`src/rtl/ctrl_pipe.sv`:
```
// ctrl_pipe: pipeline register chain for decoded control bundles.
// Each stage holds a valid bit and a WIDTH-bit control word. Stages can be
// stalled (the hold propagates backward to all earlier stages), flushed to a
// bubble, or loaded from the stage before them. Each load is masked so that
// fields which later stages no longer need are dropped. An invalid stage
// always holds a zero word. The number of valid stages is reported for the
// hazard unit.
module ctrl_pipe #(
  parameter int WIDTH  = 16,
  parameter int STAGES = 3,
  parameter logic [STAGES*WIDTH-1:0] MASK = {16'h000F, 16'h00FF, 16'hFFFF}
) (
  input  logic                       clk,
  input  logic                       rst,
  input  logic                       in_valid,
  input  logic [WIDTH-1:0]           in_ctrl,
  output logic                       in_ready,
  input  logic [STAGES-1:0]          stall,
  input  logic [STAGES-1:0]          flush,
  output logic [STAGES-1:0]          out_valid,
  output logic [STAGES*WIDTH-1:0]    out_ctrl,
  output logic [$clog2(STAGES+1)-1:0] inflight
);

  localparam int CNT_W = $clog2(STAGES + 1);

  // Masked load: a bubble always carries an all-zero word so that downstream
  // logic never sees stale fields behind a cleared valid bit.
  function automatic logic [WIDTH-1:0] f_load(input logic             v,
                                              input logic [WIDTH-1:0] c,
                                              input logic [WIDTH-1:0] m);
    return v ? (c & m) : '0;
  endfunction

  logic             r_valid [STAGES];
  logic [WIDTH-1:0] r_ctrl  [STAGES];

  logic [STAGES-1:0] w_hold;
  logic              w_src_valid [STAGES];
  logic [WIDTH-1:0]  w_src_ctrl  [STAGES];
  logic [CNT_W-1:0]  w_count;

  // Stage k is frozen when it or any later stage stalls.
  for (genvar k = 0; k < STAGES; k++) begin : g_hold
    assign w_hold[k] = |stall[STAGES-1:k];
  end

  assign in_ready = ~w_hold[0];

  for (genvar k = 0; k < STAGES; k++) begin : g_stage
    // Source selection: the decoder feeds stage 0; every later stage takes
    // the previous one, except that a frozen predecessor hands over a bubble
    // so the same instruction is not duplicated into two stages.
    if (k == 0) begin : g_src_in
      assign w_src_valid[k] = in_valid;
      assign w_src_ctrl[k]  = in_ctrl;
    end else begin : g_src_prev
      assign w_src_valid[k] = r_valid[k-1] & ~w_hold[k-1];
      assign w_src_ctrl[k]  = r_ctrl[k-1];
    end

    // Stage register: flush wins over hold, hold wins over load.
    always_ff @(posedge clk or negedge rst) begin
      if (!rst) begin
        r_valid[k] <= 1'b0;
        r_ctrl[k]  <= '0;
      end else if (flush[k]) begin
        r_valid[k] <= 1'b0;
        r_ctrl[k]  <= '0;
      end else if (!w_hold[k]) begin
        r_valid[k] <= w_src_valid[k];
        r_ctrl[k]  <= f_load(w_src_valid[k], w_src_ctrl[k],
                             MASK[k*WIDTH +: WIDTH]);
      end
    end

    assign out_valid[k]                = r_valid[k];
    assign out_ctrl[k*WIDTH +: WIDTH]  = r_ctrl[k];
  end

  // Population count of the valid bits for the hazard unit.
  always_comb begin
    w_count = '0;
    for (int k = 0; k < STAGES; k++) begin
      w_count = w_count + CNT_W'(r_valid[k]);
    end
  end

  assign inflight = w_count;

endmodule

```
`config.mk`:
```
export PLATFORM = sky130hd
export DESIGN_NAME = ctrl_pipe
export DESIGN_NICKNAME = d
export VERILOG_FILES = /design/src/rtl/ctrl_pipe.sv
export SDC_FILE = /design/constraint.sdc
export NUM_CORES = 1
export LEC_CHECK = 0
export BUFFER_PORTS_ARGS = -buffer_cell sky130_fd_sc_hd__buf_2
export CORE_MARGIN = 4
export CORE_UTILIZATION = 46
export DETAILED_ROUTE_END_ITERATION = 16
export PLACE_DENSITY = 0.8
export SETUP_SLACK_MARGIN = 0.15
export SYNTH_ARGS = -nofsm -noshare
export SYNTH_HDL_FRONTEND = slang
export SYNTH_SLANG_ARGS = --single-unit
```
`constraint.sdc`:
```
create_clock -name clk -period 1.75 [get_ports clk]
set_clock_uncertainty 0.15 [all_clocks]
set_input_delay 0.35 -clock clk [delete_from_list [all_inputs] [get_ports clk]]
set_output_delay 0.35 -clock clk [all_outputs]
set_load 0.02 [all_outputs]
```
==> key figures, run 1 <==
Synth
  – Syn_area_per_cell: between 10 and 15 sq um
  – Yosys warning count: 0
  – Seq cells post-synth: 31
  – Synthesized instance count: between 100 and 150
  – Post-Syn Area: 0.00164 sq mm
  – Sequential area share after synthesis: between 40% and 50%
  – Synth cell types: 22

Job
  – Maxcap violations: 0

Floorplan
  – IO Pins: 79
  – Die ar.: approximately 0.0046 sq mm
  – Die height: between 60 and 70 um
  – Die W: 67.8 um
  – Initial Util: between 40 and 50%
  – Core box area: about 0.0034 sq mm
  – Row cnt: 21

STA
  – Final period utilization: 110%
  – Peak Freq: approximately 0.52 GHz
  – Hold_ws: just over 100 ps
  – Sum of negative setup slack: -181 ps
  – Slew @ Worst Pin: 681 ps
  – Relative slew slack: a little over half
  – Final setup violation count: 2
  – Worst Setup Slack, final: -169 ps
  – Fin crit period: between 1500 and 2000 ps
  – RSZ-0062 raised after global routing: true
  – Final hold vios: 0
  – Final Max Slew Viols: 0

Worst hold path
  – Hold WC Path Type: input port to flop
  – Worst Hold Depth: 2
  – WHS Endpoint: out_ctrl[32]
  – Min-delay src: flush[2]

Setup path
  – Crit Path Max Fanout: 2
  – Critical Path AT: roughly 1400 ps
  – Cell Chain, Critical Path: fa_2 > buf_6
  – Slowest cell on the critical path: fa_2
  – CP max stage delay: ~570 ps
  – Crit path capture type: output port
  – Crit Path Class: flop to output port
  – Worst EP required: ~1300 ps
  – Startpoint types: flop
  – RR Startpoint: out_valid[0]
  – R2R depth: 2
  – Worst R2R End: out_ctrl[23]
  – Reg2reg setup slack: ~300 ps

GRT
  – M1 GR Usage: 19.7%
  – Vias in the first global route: approximately 1,200
  – Largest net degree at the start of global routing: 34
  – Met2 GRT Util: a little under a quarter
  – All-Layer GR Usage: approximately 16%
  – Initial antenna violation count: 0
  – Busiest grt layer: met2
  – Gr ovfl total: 0
  – GRT met3 Usage: under 10%
  – First-pass GRT wire length: about 5300 um

Status
  – Failing checks: setup timing
  – Status: finished with violations

Drt
  – DRT Pass-1 Iters: 4
  – Residual DRC: 0
  – Antenna-violating nets left: 0
  – Post-Route WL: 3370 um
  – DR vias: 1,222
  – Vias per inst: a little under 5
  – WL per Instance: 13.7 um
  – Initial DRC count: between 90 and 100

CTS
  – Cts bufs inserted: 5
  – Clock Latency Late Sink: approximately 320 ps
  – TritonCTS clock tree: built
  – CTS Sinks: 31
  – Clock buffer depth: 2
  – Htree depth: 2
  – Worst-path clk slew: ~80 ps
  – Clk root buf: clkbuf_4

Final layout
  – Layout fillers: around 310
  – P&R area growth vs syn: 19.0%
  – Post-route cell area: approximately 0.002 sq mm
  – Commonest non-fill, non-tap cell in the layout: buf_2
  – Fraction of layout instances using a drive strength above 1: between 30% and 40%
  – Finished Core Util: between 50% and 60%
  – Final Non-Filler Cells: roughly 250
  – ANT cells: 0
  – Nets: between 200 and 250
  – Most frequent cells in the layout: 55 x buf_2, 30 x dfrtp_1, 20 x conb_1

Placed design
  – Post-DP HPWL: between 2000 and 2500 um
  – Dpl cells: about 240
  – Setup WS pre-CTS: 144 ps
  – I/O Buffers: 58
  – Placed Area: 0.00187 sq mm
  – GPL Wtd Cong: roughly 0.67

Power and ir drop
  – PwrDens: slightly below 700 mW/mm^2
  – Overall power: 1.33 mW
  – Worst vdd ir: just under 0.3 mV
  – Lkg Pwr: approximately 1 nW
cell families (layout without fill, tap and decap cells):
kind of cell,Yosys count,count (layout),synth area share [%]
buffers and inverters,31,70,13.5
AND/OR/NAND/NOR,45,45,19.8
AO/OA/AOI/OAI,17,17,8.30
multiplexers,16,16,9.74
flip-flops,31,31,47.2
other,1,20,0.228
adder cells (fa/ha/maj),1,1,1.22
sequential cells by signal (all words and copies together) (netlist names):
signal and count:
out_valid 3, out_ctrl 28
area by class of cell:
class | count | area [sq um] | area share (%)
timing repair buffer | 63 | 345 | 17.7
multi-input combinational | 99 | 719 | 36.8
sequential | 31 | 777 | 39.7
clock inverter | 1 | 5.00 | 0.256
clock buffer | 6 | 51.3 | 2.62
tap | 46 | 57.6 | 2.94
where the power goes:
group	internal, mW	switching (mW)
logic	0.0632	0.121
registers	0.724	0.00604
clock network	0.186	0.225
Yosys cell counts:
library cell	instances	share of area [%]
mux2i_1	16	9.7
nor3_4	1	0.99
buf_2	1	0.30
nor2b_1	1	0.38
a21oi_1	6	1.8
or4b_1	1	0.61
o31ai_1	1	0.46
buf_1	1	0.23
a32o_1	8	4.9
clkbuf_1	5	1.1
nand3b_1	16	7.3
or3b_2	1	0.53
nand4bb_1	4	2.7
fa_1	1	1.2
a22o_1	1	0.53
buf_4	20	9.1
conb_1	1	0.23
o21ba_2	1	0.61
buf_6	4	2.7
nand2_1	5	1.1
nand2b_1	16	6.1
dfrtp_1	31	47
how the worst max path moves through the flow:
stage,start,endpoint,depth (start not counted)
floorplan,out_valid[1],inflight[0],1
global placement,out_valid[1],inflight[0],2
detailed placement,out_valid[1],inflight[0],2
CTS,out_valid[1],inflight[0],2
global route,out_valid[0],inflight[0],2
finish,out_valid[1],inflight[0],2
critical path, delay by kind of cell (launching register included):
kind / cells / cell delay, ps
flops: 1 / 420
fa+ha+maj: 1 / 570
buf+inv: 1 / 110
timing repair:
action,in CTS,in global routing
pin swaps,0,0
setup buffers,0,0
resized for setup,4,1
hold endpoints to repair,31,0
endpoints found under the setup margin,2,3
hold buffers,1,0
metal layers:
metal  vias up  share of wire, %
met3         6                11
li1        575                 -
met1       587                43
met2        54                44
met5         -                 0
met4         0               1.4
Note: power is estimated with default switching activity, not from simulation.
==> inputs of run 2 (changes only) <==
==> constraint.sdc (replaced) <==
create_clock -name clk -period 2.2 [get_ports clk]
set_clock_uncertainty 0.15 [all_clocks]
set_input_delay 0.44 -clock clk [delete_from_list [all_inputs] [get_ports clk]]
set_output_delay 0.44 -clock clk [all_outputs]
set_load 0.02 [all_outputs]
==> key figures, run 2 (synthesized netlist as in run 1, its figures left out) <==
Status
  – Status: finished with violations
  – Failing checks: hold timing

GRT
  – Vias in the first global route: 1,064 (-10%)
  – Largest net degree at the start of global routing: 34 (unchanged)
  – First-pass GRT wire length: 5240 um (-1.2%)
  – Initial antenna violation count: 0 (unchanged)
  – Gr ovfl total: 0 (unchanged)
  – All-Layer GR Usage: 15.9% (about the same)

Floorplan
  – Core box area: 0.00339 sq mm (unchanged)
  – Row cnt: 21 (unchanged)
  – IO Pins: 79 (unchanged)
  – Die ar.: 0.00459 sq mm (unchanged)
  – Die W: 67.8 um (unchanged)
  – Die height: 67.8 um (unchanged)
  – Initial Util: 48.5% (unchanged)

CTS
  – Clock Latency Late Sink: 320 ps (about the same)
  – TritonCTS clock tree: built
  – CTS Sinks: 31 (unchanged)
  – Htree depth: 2 (unchanged)
  – Worst-path clk slew: 100 ps (+20 ps)
  – Clock buffer depth: 2 (unchanged)
  – Cts bufs inserted: 5 (unchanged)
  – Clk root buf: clkbuf_4

Setup path
  – R2R depth: 2 (unchanged)
  – Slowest cell on the critical path: fa_1
  – Worst R2R End: out_ctrl[22]
  – Worst EP required: 1610 ps (+360 ps)
  – WP buf/inv: 1 (unchanged)
  – Startpoint types: flop
  – CP max stage delay: 550 ps (-20 ps)
  – Crit path capture type: output port
  – Critical Path AT: 1430 ps (about the same)
  – Cell family with most CP delay: adder cells
  – Cell Chain, Critical Path: fa_1 > buf_6
  – Reg2reg setup slack: 740 ps (+440 ps)
  – Crit Path Max Fanout: 2 (unchanged)
  – RR Startpoint: out_valid[0]
  – Crit Path Class: flop to output port

STA
  – Fin crit period: between 2000 and 2500 ps
  – RSZ-0062 raised after global routing: true
  – Slew @ Worst Pin: 689 ps (+8.30 ps)
  – Sum of negative setup slack: 0 ps (+181 ps)
  – Relative slew slack: 54.1% (-0.46 points)
  – Hold_ws: -2.22 ps (-103 ps)
  – Final period utilization: about nine tenths
  – Final hold vios: 10 (+10)
  – Peak Freq: 0.496 GHz
  – Final Max Slew Viols: 0 (unchanged)
  – Final setup violation count: 0 (-2)

Power and ir drop
  – PwrDens: 566 mW/mm^2 (-17%)
  – Lkg Pwr: 0.987 nW (+0.24%)
  – Worst vdd ir: 0.262 mV (-9.8%)
  – Overall power: 1.10 mW (-17%)

Placed design
  – GPL Wtd Cong: 0.699 (+3.6%)
  – I/O Buffers: 58 (unchanged)
  – Post-DP HPWL: 2460 um (about the same)

Final layout
  – Nets: 225 (-0.44%)
  – Max reg flops: 28 (unchanged)
  – P&R area growth vs syn: 18.4%
  – ANT cells: 0 (unchanged)
  – Fraction of layout instances using a drive strength above 1: 36.5% (-0.50 points)
  – Commonest non-fill, non-tap cell in the layout: buf_2
  – Most frequent cells in the layout: 57 x buf_2, 30 x dfrtp_1, 20 x conb_1

Drt
  – DRT Pass-1 Iters: 4 (unchanged)
  – DR vias: 1,208 (-1.1%)
  – Vias per inst: 4.91 (-1.1%)
  – WL per Instance: 14.0 um (+2.0%)
  – Initial DRC count: 41 (-55%)
  – Antenna-violating nets left: 0 (unchanged)
  – Residual DRC: 0 (unchanged)
  – Post-Route WL: 3440 um (+2.0%)

Job
  – Maxcap violations: 0 (unchanged)

Worst hold path
  – Hold WC Path Type: input port to asynchronous set/reset pin
[run 2: cell count changes in the layout (fill, tap and decap cells not counted), sizes merged]
cell,previous run,this run
dlygate4sd3,1,0
clkinv,1,0
clkbuf,6,8
[run 2: worst max path at each step]
stage,startpoint,end,slack [ps],cells after the start
finish,out_valid[1],inflight[0],180,2
global route,out_valid[1],inflight[0],130,2
global placement,out_valid[1],inflight[0],510,2
CTS,out_valid[0],inflight[0],150,2
floorplan,out_valid[1],inflight[0],450,1
detailed placement,out_valid[1],inflight[0],470,2
[run 2: metrics by stage]
stage          cells  util (%)  setup slack, ps  instance area [sq um]
6_report         246      57.4              182                   1950
3_3_place_gp     237      55.0              507                   1860
5_1_grt          246      57.4              126                   1950
2_1_floorplan    161         -              454                   1720
3_5_place_dp     237      55.0              469                   1860
4_1_cts          246      57.3              152                   1940
[run 2: repair_timing]
item	CTS	global route
setup endpoints to repair	1	1
setup buffers	1	0
hold buffers	0	0
pin swaps	0	1
gates resized for setup	1	2
[run 2: per-layer routing]
metal | track usage [%] | wire length, um | vias up
met4 | 5.21 | 40 | 0
met5 | 0 | 0 | -
met3 | 6.99 | 355 | 7
met1 | 21.2 | 1520 | 572
met2 | 23.0 | 1520 | 55
li1 | - | - | 574
[run 2: area by class of cell]
type	count	area (sq um)
Timing Repair Buffer	62	327
Tap cell	46	57.6
Clock buffer	8	68.8
Sequential cell	31	777
Fill cell	307	1440
Multi-Input combinational cell	99	717
[run 2: worst reg2reg max path, cell delays in order (launching register included)]
cell     delay, ps
dfrtp_1        410
nor2b_1        580
a32o_1         260
[run 2: power breakdown]
part	internal [mW]	total, mW	switching, mW
Combinational	0.0490	0.146	0.0969
Sequential	0.576	0.580	0.00456
Clock	0.188	0.375	0.187
Total	0.813	1.10	0.288
